==> config.mk <==
export PLATFORM = sky130hd
export DESIGN_NAME = vec_regprog_sequencer_flat
export DESIGN_NICKNAME = d
export VERILOG_FILES = /design/src/rtl/vec_regprog_sequencer_if.sv /design/src/rtl/vec_regprog_sequencer.sv /design/src/flat_wrapper.sv
export SDC_FILE = /design/constraint.sdc
export NUM_CORES = 1
export LEC_CHECK = 0
export BUFFER_PORTS_ARGS = -buffer_cell sky130_fd_sc_hd__clkbuf_2
export CAP_MARGIN = 20
export CELL_PAD_IN_SITES_DETAIL_PLACEMENT = 2
export CELL_PAD_IN_SITES_GLOBAL_PLACEMENT = 2
export CORE_MARGIN = 2
export CORE_UTILIZATION = 40
export DETAILED_ROUTE_END_ITERATION = 10
export PLACE_DENSITY_LB_ADDON = 0.12
export REMOVE_ABC_BUFFERS = 1
export SYNTH_ARGS = -nofsm -noshare
export SYNTH_HDL_FRONTEND = slang
export SYNTH_SLANG_ARGS = --single-unit
export TNS_END_PERCENT = 100
==> constraint.sdc <==
create_clock -name clk -period 5.8 [get_ports clk]
set_clock_uncertainty 0.05 [all_clocks]
set_input_delay 1.45 -clock clk [delete_from_list [all_inputs] [get_ports clk]]
set_output_delay 1.45 -clock clk [all_outputs]
set_load 0.05 [all_outputs]
==> src/rtl/vec_regprog_sequencer_if.sv <==
// Bundle of loader, operand and result handshake signals for vec_regprog_sequencer.
// The master drives programs, operands and out_ready; the slave (the sequencer) drives the results.
interface vec_regprog_sequencer_if #(
    parameter int W  = 16,
    parameter int AW = 4
);
    logic          prog_we;
    logic [AW-1:0] prog_addr;
    logic [7:0]    prog_wdata;
    logic          start;
    logic [AW:0]   prog_len;
    logic [W-1:0]  a1;
    logic [W-1:0]  a0;
    logic [W-1:0]  b1;
    logic [W-1:0]  b0;
    logic          busy;
    logic          out_valid;
    logic          out_ready;
    logic [W-1:0]  y3;
    logic [W-1:0]  y2;
    logic [W-1:0]  y1;
    logic [W-1:0]  y0;
    logic [AW:0]   insn_count;

    modport master (
        output prog_we, prog_addr, prog_wdata, start, prog_len,
        output a1, a0, b1, b0, out_ready,
        input  busy, out_valid, y3, y2, y1, y0, insn_count
    );

    modport slave (
        input  prog_we, prog_addr, prog_wdata, start, prog_len,
        input  a1, a0, b1, b0, out_ready,
        output busy, out_valid, y3, y2, y1, y0, insn_count
    );
endinterface

==> src/rtl/vec_regprog_sequencer.sv <==
// Sequenced register-transfer engine: runs a loadable straight-line program of bitwise ops
// over four W-bit registers, one instruction per clock, and hands results off via valid/ready.
module vec_regprog_sequencer #(
    parameter int W     = 16,
    parameter int DEPTH = 16,
    parameter int AW    = $clog2(DEPTH)
) (
    input logic                    clk,
    input logic                    rst,
    vec_regprog_sequencer_if.slave bus
);
    localparam logic [1:0] ST_IDLE = 2'd0;
    localparam logic [1:0] ST_RUN  = 2'd1;
    localparam logic [1:0] ST_DONE = 2'd2;

    localparam logic [2:0] OP_NOP  = 3'd0;
    localparam logic [2:0] OP_MOV  = 3'd1;
    localparam logic [2:0] OP_AND  = 3'd2;
    localparam logic [2:0] OP_OR   = 3'd3;
    localparam logic [2:0] OP_XOR  = 3'd4;
    localparam logic [2:0] OP_LNOT = 3'd5;
    localparam logic [2:0] OP_BNOT = 3'd6;
    localparam logic [2:0] OP_HALT = 3'd7;

    localparam logic [AW:0] DEPTH_V = (AW+1)'(DEPTH);

    logic [7:0]    store_reg [DEPTH];
    logic [W-1:0]  r_reg     [4];
    logic [W-1:0]  r_next    [4];
    logic [W-1:0]  opnd_reg  [4];
    logic [W-1:0]  y_reg     [4];
    logic [1:0]    state_reg, state_next;
    logic [AW-1:0] pc_reg;
    logic [AW:0]   len_reg, count_reg, len_clamped;

    logic [7:0]    insn;
    logic [2:0]    op;
    logic [1:0]    dst;
    logic [2:0]    src;
    logic [W-1:0]  s_val, d_val, res;
    logic          wr_en, last;
    logic          start_ok, accept;

    // Store is a reset-cleared register file so every run sees NOPs unless loaded.
    for (genvar gi = 0; gi < DEPTH; gi++) begin : g_store
        always_ff @(posedge clk) begin
            if (rst)
                store_reg[gi] <= 8'h00;
            else if (state_reg == ST_IDLE && bus.prog_we && bus.prog_addr == AW'(gi))
                store_reg[gi] <= bus.prog_wdata;
        end
    end

    assign len_clamped = (bus.prog_len > DEPTH_V) ? DEPTH_V : bus.prog_len;
    assign start_ok    = (state_reg == ST_IDLE) && bus.start;
    assign accept      = (state_reg == ST_DONE) && bus.out_ready;

    assign insn  = store_reg[pc_reg];
    assign op    = insn[7:5];
    assign dst   = insn[4:3];
    assign src   = insn[2:0];
    // Sources 4..7 select the operand latches (a0, a1, b0, b1), not the live inputs.
    assign s_val = src[2] ? opnd_reg[src[1:0]] : r_reg[src[1:0]];
    assign d_val = r_reg[dst];
    assign wr_en = (op != OP_NOP) && (op != OP_HALT);
    assign last  = (op == OP_HALT) || ({1'b0, pc_reg} == len_reg - 1'b1);

    always_comb begin
        res = d_val;
        case (op)
            OP_MOV:  res = s_val;
            OP_AND:  res = d_val & s_val;
            OP_OR:   res = d_val | s_val;
            OP_XOR:  res = d_val ^ s_val;
            OP_LNOT: res = (s_val == '0) ? W'(1) : '0;
            OP_BNOT: res = ~s_val;
            default: res = d_val;
        endcase
    end

    always_comb begin
        for (int i = 0; i < 4; i++) r_next[i] = r_reg[i];
        if (start_ok) begin
            r_next[0] = bus.a0;
            r_next[1] = bus.a1;
            r_next[2] = bus.b0;
            r_next[3] = bus.b1;
        end else if (state_reg == ST_RUN && wr_en) begin
            r_next[dst] = res;
        end
    end

    always_comb begin
        state_next = state_reg;
        case (state_reg)
            ST_IDLE: if (bus.start) state_next = (len_clamped == '0) ? ST_DONE : ST_RUN;
            ST_RUN:  if (last)      state_next = ST_DONE;
            ST_DONE: if (accept)    state_next = ST_IDLE;
            default:                state_next = ST_IDLE;
        endcase
    end

    always_ff @(posedge clk) begin
        if (rst) begin
            state_reg <= ST_IDLE;
            pc_reg    <= '0;
            len_reg   <= '0;
            count_reg <= '0;
            for (int i = 0; i < 4; i++) begin
                r_reg[i]    <= '0;
                opnd_reg[i] <= '0;
                y_reg[i]    <= '0;
            end
        end else begin
            state_reg <= state_next;
            for (int i = 0; i < 4; i++) r_reg[i] <= r_next[i];
            if (start_ok) begin
                opnd_reg[0] <= bus.a0;
                opnd_reg[1] <= bus.a1;
                opnd_reg[2] <= bus.b0;
                opnd_reg[3] <= bus.b1;
                pc_reg      <= '0;
                count_reg   <= '0;
                len_reg     <= len_clamped;
            end else if (state_reg == ST_RUN) begin
                count_reg <= count_reg + 1'b1;
                if (!last) pc_reg <= pc_reg + 1'b1;
            end
            // Results are snapshotted on DONE entry so y* never shows intermediate values.
            if (state_next == ST_DONE && state_reg != ST_DONE)
                for (int i = 0; i < 4; i++) y_reg[i] <= r_next[i];
        end
    end

    assign bus.busy       = (state_reg == ST_RUN) || (state_reg == ST_DONE);
    assign bus.out_valid  = (state_reg == ST_DONE);
    assign bus.y0         = y_reg[0];
    assign bus.y1         = y_reg[1];
    assign bus.y2         = y_reg[2];
    assign bus.y3         = y_reg[3];
    assign bus.insn_count = count_reg;
endmodule

==> src/flat_wrapper.sv <==
// flat-port wrapper written by rule: the top's interface ports become plain ports
module vec_regprog_sequencer_flat 
#(
    parameter int W     = 16,
    parameter int DEPTH = 16,
    parameter int AW    = $clog2(DEPTH)
)
  (clk, rst, bus_prog_we, bus_prog_addr, bus_prog_wdata, bus_start, bus_prog_len, bus_a1, bus_a0, bus_b1, bus_b0, bus_out_ready, bus_busy, bus_out_valid, bus_y3, bus_y2, bus_y1, bus_y0, bus_insn_count);
  vec_regprog_sequencer_if #(.W(W), .AW(AW)) bus_i ();
  input logic clk;
  input logic rst;
  input wire logic [$bits(bus_i.prog_we)-1:0] bus_prog_we;
  input wire logic [$bits(bus_i.prog_addr)-1:0] bus_prog_addr;
  input wire logic [$bits(bus_i.prog_wdata)-1:0] bus_prog_wdata;
  input wire logic [$bits(bus_i.start)-1:0] bus_start;
  input wire logic [$bits(bus_i.prog_len)-1:0] bus_prog_len;
  input wire logic [$bits(bus_i.a1)-1:0] bus_a1;
  input wire logic [$bits(bus_i.a0)-1:0] bus_a0;
  input wire logic [$bits(bus_i.b1)-1:0] bus_b1;
  input wire logic [$bits(bus_i.b0)-1:0] bus_b0;
  input wire logic [$bits(bus_i.out_ready)-1:0] bus_out_ready;
  output wire logic [$bits(bus_i.busy)-1:0] bus_busy;
  output wire logic [$bits(bus_i.out_valid)-1:0] bus_out_valid;
  output wire logic [$bits(bus_i.y3)-1:0] bus_y3;
  output wire logic [$bits(bus_i.y2)-1:0] bus_y2;
  output wire logic [$bits(bus_i.y1)-1:0] bus_y1;
  output wire logic [$bits(bus_i.y0)-1:0] bus_y0;
  output wire logic [$bits(bus_i.insn_count)-1:0] bus_insn_count;
  assign bus_i.prog_we = bus_prog_we;
  assign bus_i.prog_addr = bus_prog_addr;
  assign bus_i.prog_wdata = bus_prog_wdata;
  assign bus_i.start = bus_start;
  assign bus_i.prog_len = bus_prog_len;
  assign bus_i.a1 = bus_a1;
  assign bus_i.a0 = bus_a0;
  assign bus_i.b1 = bus_b1;
  assign bus_i.b0 = bus_b0;
  assign bus_i.out_ready = bus_out_ready;
  assign bus_busy = bus_i.busy;
  assign bus_out_valid = bus_i.out_valid;
  assign bus_y3 = bus_i.y3;
  assign bus_y2 = bus_i.y2;
  assign bus_y1 = bus_i.y1;
  assign bus_y0 = bus_i.y0;
  assign bus_insn_count = bus_i.insn_count;
  vec_regprog_sequencer #(.W(W), .DEPTH(DEPTH), .AW(AW)) u_core (.clk(clk), .rst(rst), .bus(bus_i));
endmodule
==> results of run 1 <==
-- per-layer routing --
layer,share of wire [%],vias to the layer above
met5,0.011,-
met4,3.8,2
met3,4.8,128
met2,49,414
met1,42,6855
li1,-,5903
-- through the flow --
step           cell area, um^2  total power [mW]  utilization (%)
2_1_floorplan            16600              3.40                -
3_3_place_gp             18500              3.73             43.9
3_5_place_dp             18500              3.77             43.9
4_1_cts                  19800              6.37             47.1
5_1_grt                  19900              6.54             47.2
6_report                 19900              6.33             47.2
-- cells in the mapped netlist (all sizes together) (4+ instances only) --
master     n
a2111oi    8
a211o      4
a211oi    11
a21oi     58
a221o      6
a221oi     5
a222oi    15
a22o      10
a22oi      6
a31oi     61
and2     188
and3      20
buf       43
clkbuf    66
dfxtp     84
edfxtp   256
ha        39
inv       51
mux2i     23
mux4      45
nand2    169
nand2b     7
nand3    122
nand4     18
nor2      45
nor2b     11
nor3       8
nor4       4
o21a       5
o21ai     91
o31ai      7
or4        4
xor2      10
-- cells in the final DEF, fill, tap and decap left out, types with 50 or more instances in the layout --
cell,instances
inv_1,50
dfxtp_1,84
a21oi_1,56
and2_1,188
nand3_1,120
clkbuf_2,156
a31oi_1,61
o21ai_0,79
nand2_1,162
buf_4,51
edfxtp_1,256
-- final cells by class --
type                    count  share of cell area [%]
repair buffers            210                    6.08
well taps                 539                    3.39
clock buffers              55                    5.72
inverters                  51                   0.970
flip-flops and latches    340                    47.1
multi-input cells        1018                    35.7
clock inverters            17                    1.01
-- power breakdown --
part	switching, mW	total [mW]	internal (mW)
combinational	0.621	0.904	0.284
sequential	0.0725	2.83	2.76
clock	1.05	2.60	1.55
-- worst max-delay path, cell delays in order (launching register included) --
cell and delay [ns]:
dfxtp_1 0.86, mux2i_1 0.17, a22oi_1 0.28, nand3b_1 0.55, nand2_1 0.70, a2111oi_0 0.21, or4_1 0.67, ha_1 0.36
o21ai_0 0.21, a222oi_1 0.11, o21a_1 0.15, a221o_1 0.33, nand2_1 0.12, a31oi_1 0.09
-- logic make-up (layout without fill, tap and decap cells) --
family | after synthesis | in the layout
flip-flops | 340 | 340
XOR/XNOR | 12 | 12
adder cells (fa/ha/maj) | 39 | 39
AND/OR/NAND/NOR | 607 | 607
AO/OA/AOI/OAI | 291 | 291
buffers and inverters | 160 | 333
multiplexers | 69 | 69
-- path summary, 6_finish.rpt --
kind	slack, ns	endpoint
worst max-delay path	0.62	u_core.y_reg[2][7]
worst max register to register	0.62	u_core.y_reg[2][7]
worst min-delay path	0.45	u_core.len_reg[1]
worst min register to register	0.45	u_core.len_reg[1]
==> results.tsv, run 1 <==
metric	value	unit
status	finished clean	
dp_slack	0.744	ns
grt_pass1_vias	14300	
synth_area_leaders	edfxtp_1, dfxtp_1, and2_1	
grt_use_met2	47.9	%
post-cts-setup-buffers	0	
async_flop_share	0	%
synth.distinct_cells	66	
port_buffers	156	
min_from	u_core.len_reg[1]	
synth_top_cell_by_area	edfxtp_1	
largest_reg_flops	128	
syn_to_final_growth	16.0	%
synth-edff-count	256	
multi_input_area	0.00709	mm^2
cts_buffers	40	
drv_slew	0	
synthFlopType	edfxtp_1	
clk-insertion-delay-late	0.57	ns
fmax	193	MHz
cts_sinks	340	
drv_cap	0	
ctsHoldBuffers	0	
holdWs	0.452	ns
power.density	318	mW/mm^2
cts_resized	0	
nNetsFinal	1786	
root_buffer	clkbuf_16	
grt_max_degree	68	
critPathArrivalTime	5.39	ns
fin_ws	0.620	ns
worstRegToRegCells	13	
grt_use_met3	4.10	%
place_congestion	0.823	
period_share	89.3	%
rsz0062_at_grt	false	
worstSetupEndpointType	register	
p_leak	8.01	nW
track_usage	27.8	%
place_inst	2154	
cts-htree-levels	2	
clockBufferDepth	3	
synth_top_family_by_area	simple AND/OR/NAND/NOR gates	
synthAdderAreaFrac	2.85	%
setup.worst_path.class	register to register	
avgSynthCellArea	11.3	um^2
grt_overflow	0	
yosysSeqAreaShare	54.7	%
finalHoldViolCount	0	
fin_crit	5.18	ns
ir_worst_vdd	0.305	mV
vias_per_cell	5.97	
grt_pass1_wl	91300	um
cts.clk_slew.worst_paths	0.06	ns
detail_route.first_pass.iterations	5	
instances_no_fill	2230	
dieWidth	211	um
ioPinCount	157	
yosysWarnings	0	
vias	13300	
dieArea	0.0445	mm^2
worst-slew-pin-transition	1.12	ns
synth_xor_area_share	0.614	%
start_util	40.6	%
drt-wirelength-per-cell	27.5	um
synthMuxAreaShare	7.72	%
drt-total-wl	61200	um
holdPathStages	2	
yosys.area_share.simple	18.8	%
antenna_found_initial	1	
syn_area	0.0171	mm^2
dp_hpwl	41600	um
coreArea	0.0421	mm^2
busiest_layer	met2	
num_rows	75	
ant_nets	0	
use_met1	35.3	%
yosysTopAreaCellShare	44.9	%
setup_viol	0	
num_antenna_cells	0	
seq_area	0.00937	mm^2
crit_path_max_fanout	18	
drc	0	
drive_gt1_share	20.3	%
fin_tns_setup	0	ns
synth.ff_latch_count	340	
drt_iter0_drc	941	
fillers	4267	
fp.dieH	211	um
worstPathRequired	6.01	ns
syn_inst	1518	
cp-start-kind	register	
min_path_type	register to register	
synth_compound_area_share	11.0	%
cts_tree	yes	
relSlewSlack	24.9	%
(Power assumes the default switching activity.)
==> inputs of run 2 (changes only) <==
--- a/config.mk
+++ b/config.mk
@@ -9,7 +9,6 @@
 export CAP_MARGIN = 20
 export CELL_PAD_IN_SITES_DETAIL_PLACEMENT = 2
 export CELL_PAD_IN_SITES_GLOBAL_PLACEMENT = 2
-export CORE_MARGIN = 2
 export CORE_UTILIZATION = 40
 export DETAILED_ROUTE_END_ITERATION = 10
 export PLACE_DENSITY_LB_ADDON = 0.12
==> results.tsv, run 2 (synthesis gave the netlist of run 1 again) <==
metric	value	unit
drt_iter0_drc	779	
track_usage	27.8	%
drive_gt1_share	20.7	%
syn_to_final_growth	16.0	%
grt_max_degree	65	
nNetsFinal	1787	
grt_pass1_vias	14300	
fin_ws	0.836	ns
min_path_type	register to register	
post-cts-setup-buffers	0	
detail_route.first_pass.iterations	5	
fmax	201	MHz
power_frac_seq	44.9	%
clk-insertion-delay-late	0.58	ns
mostFrequentLayoutCell	edfxtp_1	
ir_worst_vdd	0.303	mV
place_inst	2156	
r2r-end	u_core.y_reg[0][7]	
ioPinCount	157	
holdPathStages	1	
status	finished clean	
crit_path_max_fanout	19	
clockBufferDepth	3	
min_from	u_core.len_reg[4]	
setup_viol	0	
dieArea	0.0436	mm^2
worstSetupEndpointType	register	
worstPathRequired	6.03	ns
drv_cap	0	
period_share	85.6	%
total_power	6.30	mW
final_cell_mix	edfxtp_1, and2_1, nand2_1	
cts_resized	0	
power.density	317	mW/mm^2
place_congestion	0.834	
root_buffer	clkbuf_16	
dieWidth	209	um
vias_per_cell	5.92	
finalHoldViolCount	0	
ant_nets	0	
p_leak	8.00	nW
cts_sinks	340	
clockPowerShare	40.8	%
grt_pass1_wl	90400	um
fillers	4264	
cts-htree-levels	2	
cp-start-kind	register	
cts_buffers	40	
drt-wirelength-per-cell	27.0	um
holdPathEnd	u_core.len_reg[4]	
fp.dieH	209	um
holdWs	0.466	ns
p_comb_share	14.3	%
ctsHoldBuffers	0	
fin_crit	4.96	ns
relSlewSlack	23.6	%
num_antenna_cells	0	
rrSetupSlack	0.84	ns
switching_power	1.78	mW
worst-slew-pin-transition	1.14	ns
drc	0	
setup.worst_path.class	register to register	
critPathArrivalTime	5.19	ns
largest_reg_flops	128	
start_util	40.6	%
vias	13200	
drv_slew	0	
dp_hpwl	40700	um
p_int	4.52	mW
cts_tree	yes	
fin_tns_setup	0	ns
worstRegToRegCells	14	
rsz0062_at_grt	false	
netSwitchingFraction	28.3	%
grt_overflow	0	
drt-total-wl	60400	um
antenna_found_initial	1	
num_rows	75	
instances_no_fill	2232	
cts.clk_slew.worst_paths	0.06	ns
dp_slack	0.947	ns
coreArea	0.0421	mm^2
port_buffers	156	
-- run 2: changes by cell type in the layout (fill, tap and decap cells not counted), moves of 2 or more --
cell,before,now
clkbuf_8,9,2
clkinv_2,9,16
o21ai_0,79,85
o21ai_1,12,6
clkbuf_1,7,2
buf_2,0,2
inv_6,1,3
-- run 2: how the worst max path moves through the flow --
stage	startpoint	endpoint	slack, ns	cells after the start
after floorplan	bus_start	u_core.y_reg[1][13]	-1.94	5
after global placement	register	u_core.y_reg[0][7]	1.17	14
after detailed placement	register	u_core.y_reg[0][7]	0.95	14
after CTS	register	u_core.y_reg[0][7]	0.86	14
after global routing	register	u_core.y_reg[0][7]	0.51	14
final	register	u_core.y_reg[0][7]	0.84	14
-- run 2: metrics by stage --
stage / utilization (%) / instance area (um^2)
3_5_place_dp: 43.9 / 18500
2_1_floorplan: - / 16600
4_1_cts: 47.0 / 19800
5_1_grt: 47.1 / 19900
3_3_place_gp: 43.9 / 18500
6_report: 47.1 / 19900
-- run 2: final cells by class --
cell class / count / area [um^2] / share of cell area (%)
inverters: 51 / 193 / 0.970
well taps: 539 / 674 / 3.40
clock inverters: 29 / 274 / 1.38
multi-input cells: 1018 / 7100 / 35.7
repair buffers: 211 / 1220 / 6.15
flip-flops and latches: 340 / 9370 / 47.2
clock buffers: 44 / 1040 / 5.22
-- run 2: routing by layer --
| metal | GRT usage, % | routed length (um) | vias to the layer above |
|---|---|---|---|
| met1 | 35.0 | 25100 | 6835 |
| met4 | 10.7 | 2110 | 0 |
| met2 | 48.5 | 30500 | 358 |
| li1 | - | - | 5906 |
| met5 | 0 | 0 | - |
| met3 | 3.88 | 2660 | 108 |
-- run 2: critical path, stage by stage (launching register included) --
cell and delay (ns):
dfxtp_1 0.75, buf_4 0.30, mux2i_1 0.09, a22oi_1 0.25, nand3_2 0.38, nand2_1 0.60, a2111oi_0 0.20, or4_1 0.69
ha_1 0.38, o21ai_0 0.20, a222oi_1 0.10, o21a_1 0.14, a221o_1 0.33, nand2_1 0.12, a31oi_1 0.08
-- run 2: power by group through the flow --
stage               logic [mW]  clock network (mW)  registers [mW]
floorplan                0.480                   0            2.92
global placement         0.853                   0            2.87
detailed placement       0.892                   0            2.88
CTS                      0.901                2.62            2.83
global route             0.977                2.70            2.84
finish                   0.903                2.57            2.83
==> inputs of run 3 (changes only) <==
--- a/config.mk
+++ b/config.mk
@@ -12,6 +12,7 @@
 export CORE_UTILIZATION = 40
 export DETAILED_ROUTE_END_ITERATION = 10
 export PLACE_DENSITY_LB_ADDON = 0.12
+export RECOVER_POWER = 100
 export REMOVE_ABC_BUFFERS = 1
 export SYNTH_ARGS = -nofsm -noshare
 export SYNTH_HDL_FRONTEND = slang
==> results.tsv, run 3 (synthesis gave the netlist of run 1 again) <==
metric	value	unit
grt_max_degree	65	
min_path_type	register to register	
fmax	193	MHz
final_core_util	46.6	%
netSwitchingFraction	28.3	%
start_util	40.6	%
coreArea	0.0421	mm^2
relSlewSlack	-54.6	%
worstPathRequired	6.03	ns
seq_area	0.00937	mm^2
root_buffer	clkbuf_16	
ctsHoldBuffers	0	
mostFrequentLayoutCell	edfxtp_1	
dieWidth	209	um
power.density	320	mW/mm^2
crit_chain	buf_4 -> mux4_1 -> a22o_1 -> a221oi_1 -> nor3_1 -> a41oi_1 -> and2_0 -> a221oi_1 -> o22a_1 -> nand3_2 -> nand2_1 -> buf_12	
drv_slew	133	
port_buffers	156	
grt_pass1_vias	14300	
slowest_stage	nand2_1	
period_share	89.5	%
vias_per_cell	5.91	
finalHoldViolCount	0	
cts_sinks	340	
worstSetupEndpointType	register	
drt_iter0_drc	764	
critPathArrivalTime	5.42	ns
status	finished, violations left	
setup.worst_path.class	register to register	
cts.clk_slew.worst_paths	0.06	ns
grt_pass1_wl	90400	um
drive_gt1_share	14.8	%
largest_reg_flops	128	
multi_input_area	0.00703	mm^2
cts_resized	0	
fp.dieH	209	um
cts-htree-levels	2	
worst-slew-pin-transition	2.32	ns
post-cts-setup-buffers	0	
ioPinCount	157	
drv_cap	7	
cp-start-kind	register	
clockPowerShare	40.9	%
cts_buffers	40	
final_cell_mix	edfxtp_1, nand2_1, and2_0	
clk-insertion-delay-late	0.57	ns
holdWs	0.466	ns
grt_overflow	0	
antenna_found_initial	1	
fillers	4332	
min_from	u_core.len_reg[4]	
p_comb_share	14.1	%
clockBufferDepth	3	
ir_worst_vdd	0.303	mV
num_antenna_cells	0	
rsz0062_at_grt	false	
dp_hpwl	40700	um
num_rows	75	
detail_route.first_pass.iterations	8	
violations	max-capacitance violations, max-slew violations	
drt-wirelength-per-cell	27.1	um
critPathBufInv	2	
cpPeakStageDelay	0.78	ns
cp_top_family	simple AND/OR/NAND/NOR gates	
crit_path_max_fanout	40	
syn_to_final_growth	14.7	%
path_common_cell	a221oi_1	
switching_power	1.78	mW
track_usage	27.8	%
power_frac_seq	45.1	%
cts_tree	yes	
drc	0	
vias	13200	
ant_nets	0	
setup_viol	0	
place_congestion	0.834	
p_leak	7.55	nW
drt-total-wl	60500	um
fin_crit	5.19	ns
nNetsFinal	1787	
dieArea	0.0436	mm^2
p_int	4.51	mW
-- run 3: changes by cell type in the layout (fill, tap and decap cells not counted), moves of 3 or more --
cell and change:
and2_0 +155, and2_1 -155, clkbuf_1 +87, clkbuf_2 -71, buf_4 -12, o31ai_1 +4
o31ai_2 -4, nand2_1 +3, o21ai_0 +3, o21ai_1 -3
-- run 3: final timing paths --
path | end | slack, ns | cells after the start
min | u_core.len_reg[4] | 0.47 | 1
max | u_core.y_reg[0][5] | 0.61 | 12
min reg2reg | u_core.len_reg[4] | 0.47 | 1
max reg2reg | u_core.y_reg[0][5] | 0.61 | 12
-- run 3: layout make-up --
type                    instances  share of cell area [%]
repair buffers                211                    5.38
clock buffers                  44                    5.28
multi-input cells            1018                    35.8
well taps                     539                    3.43
inverters                      51                   0.981
clock inverters                29                    1.40
flip-flops and latches        340                    47.7
-- run 3: per-layer routing --
layer | vias up | share of wire [%] | track usage, %
li1 | 5902 | - | -
met1 | 6779 | 41 | 35.0
met2 | 389 | 50 | 48.5
met3 | 117 | 4.8 | 3.88
met4 | 0 | 3.6 | 10.7
met5 | - | 0 | 0
-- run 3: power by group through the flow --
stage | Combinational (mW) | Clock (mW) | Sequential [mW]
2_1_floorplan | 0.480 | 0 | 2.92
3_3_place_gp | 0.853 | 0 | 2.87
4_1_cts | 0.901 | 2.62 | 2.83
3_5_place_dp | 0.892 | 0 | 2.88
5_1_grt | 0.957 | 2.70 | 2.84
6_report | 0.884 | 2.57 | 2.83
-- run 3: metrics by stage --
| step | total power [mW] | area (um^2) | instances | setup TNS (ns) | setup WS [ns] |
|---|---|---|---|---|---|
| after floorplan | 3.40 | 16600 | 1409 | -412.05 | -1.94 |
| after global routing | 6.50 | 19600 | 2232 | 0 | 0.286 |
| after detailed placement | 3.77 | 18500 | 2156 | 0 | 0.947 |
| after global placement | 3.73 | 18500 | 2154 | 0 | 1.17 |
| final | 6.28 | 19600 | 2232 | 0 | 0.611 |
| after CTS | 6.35 | 19800 | 2229 | 0 | 0.863 |
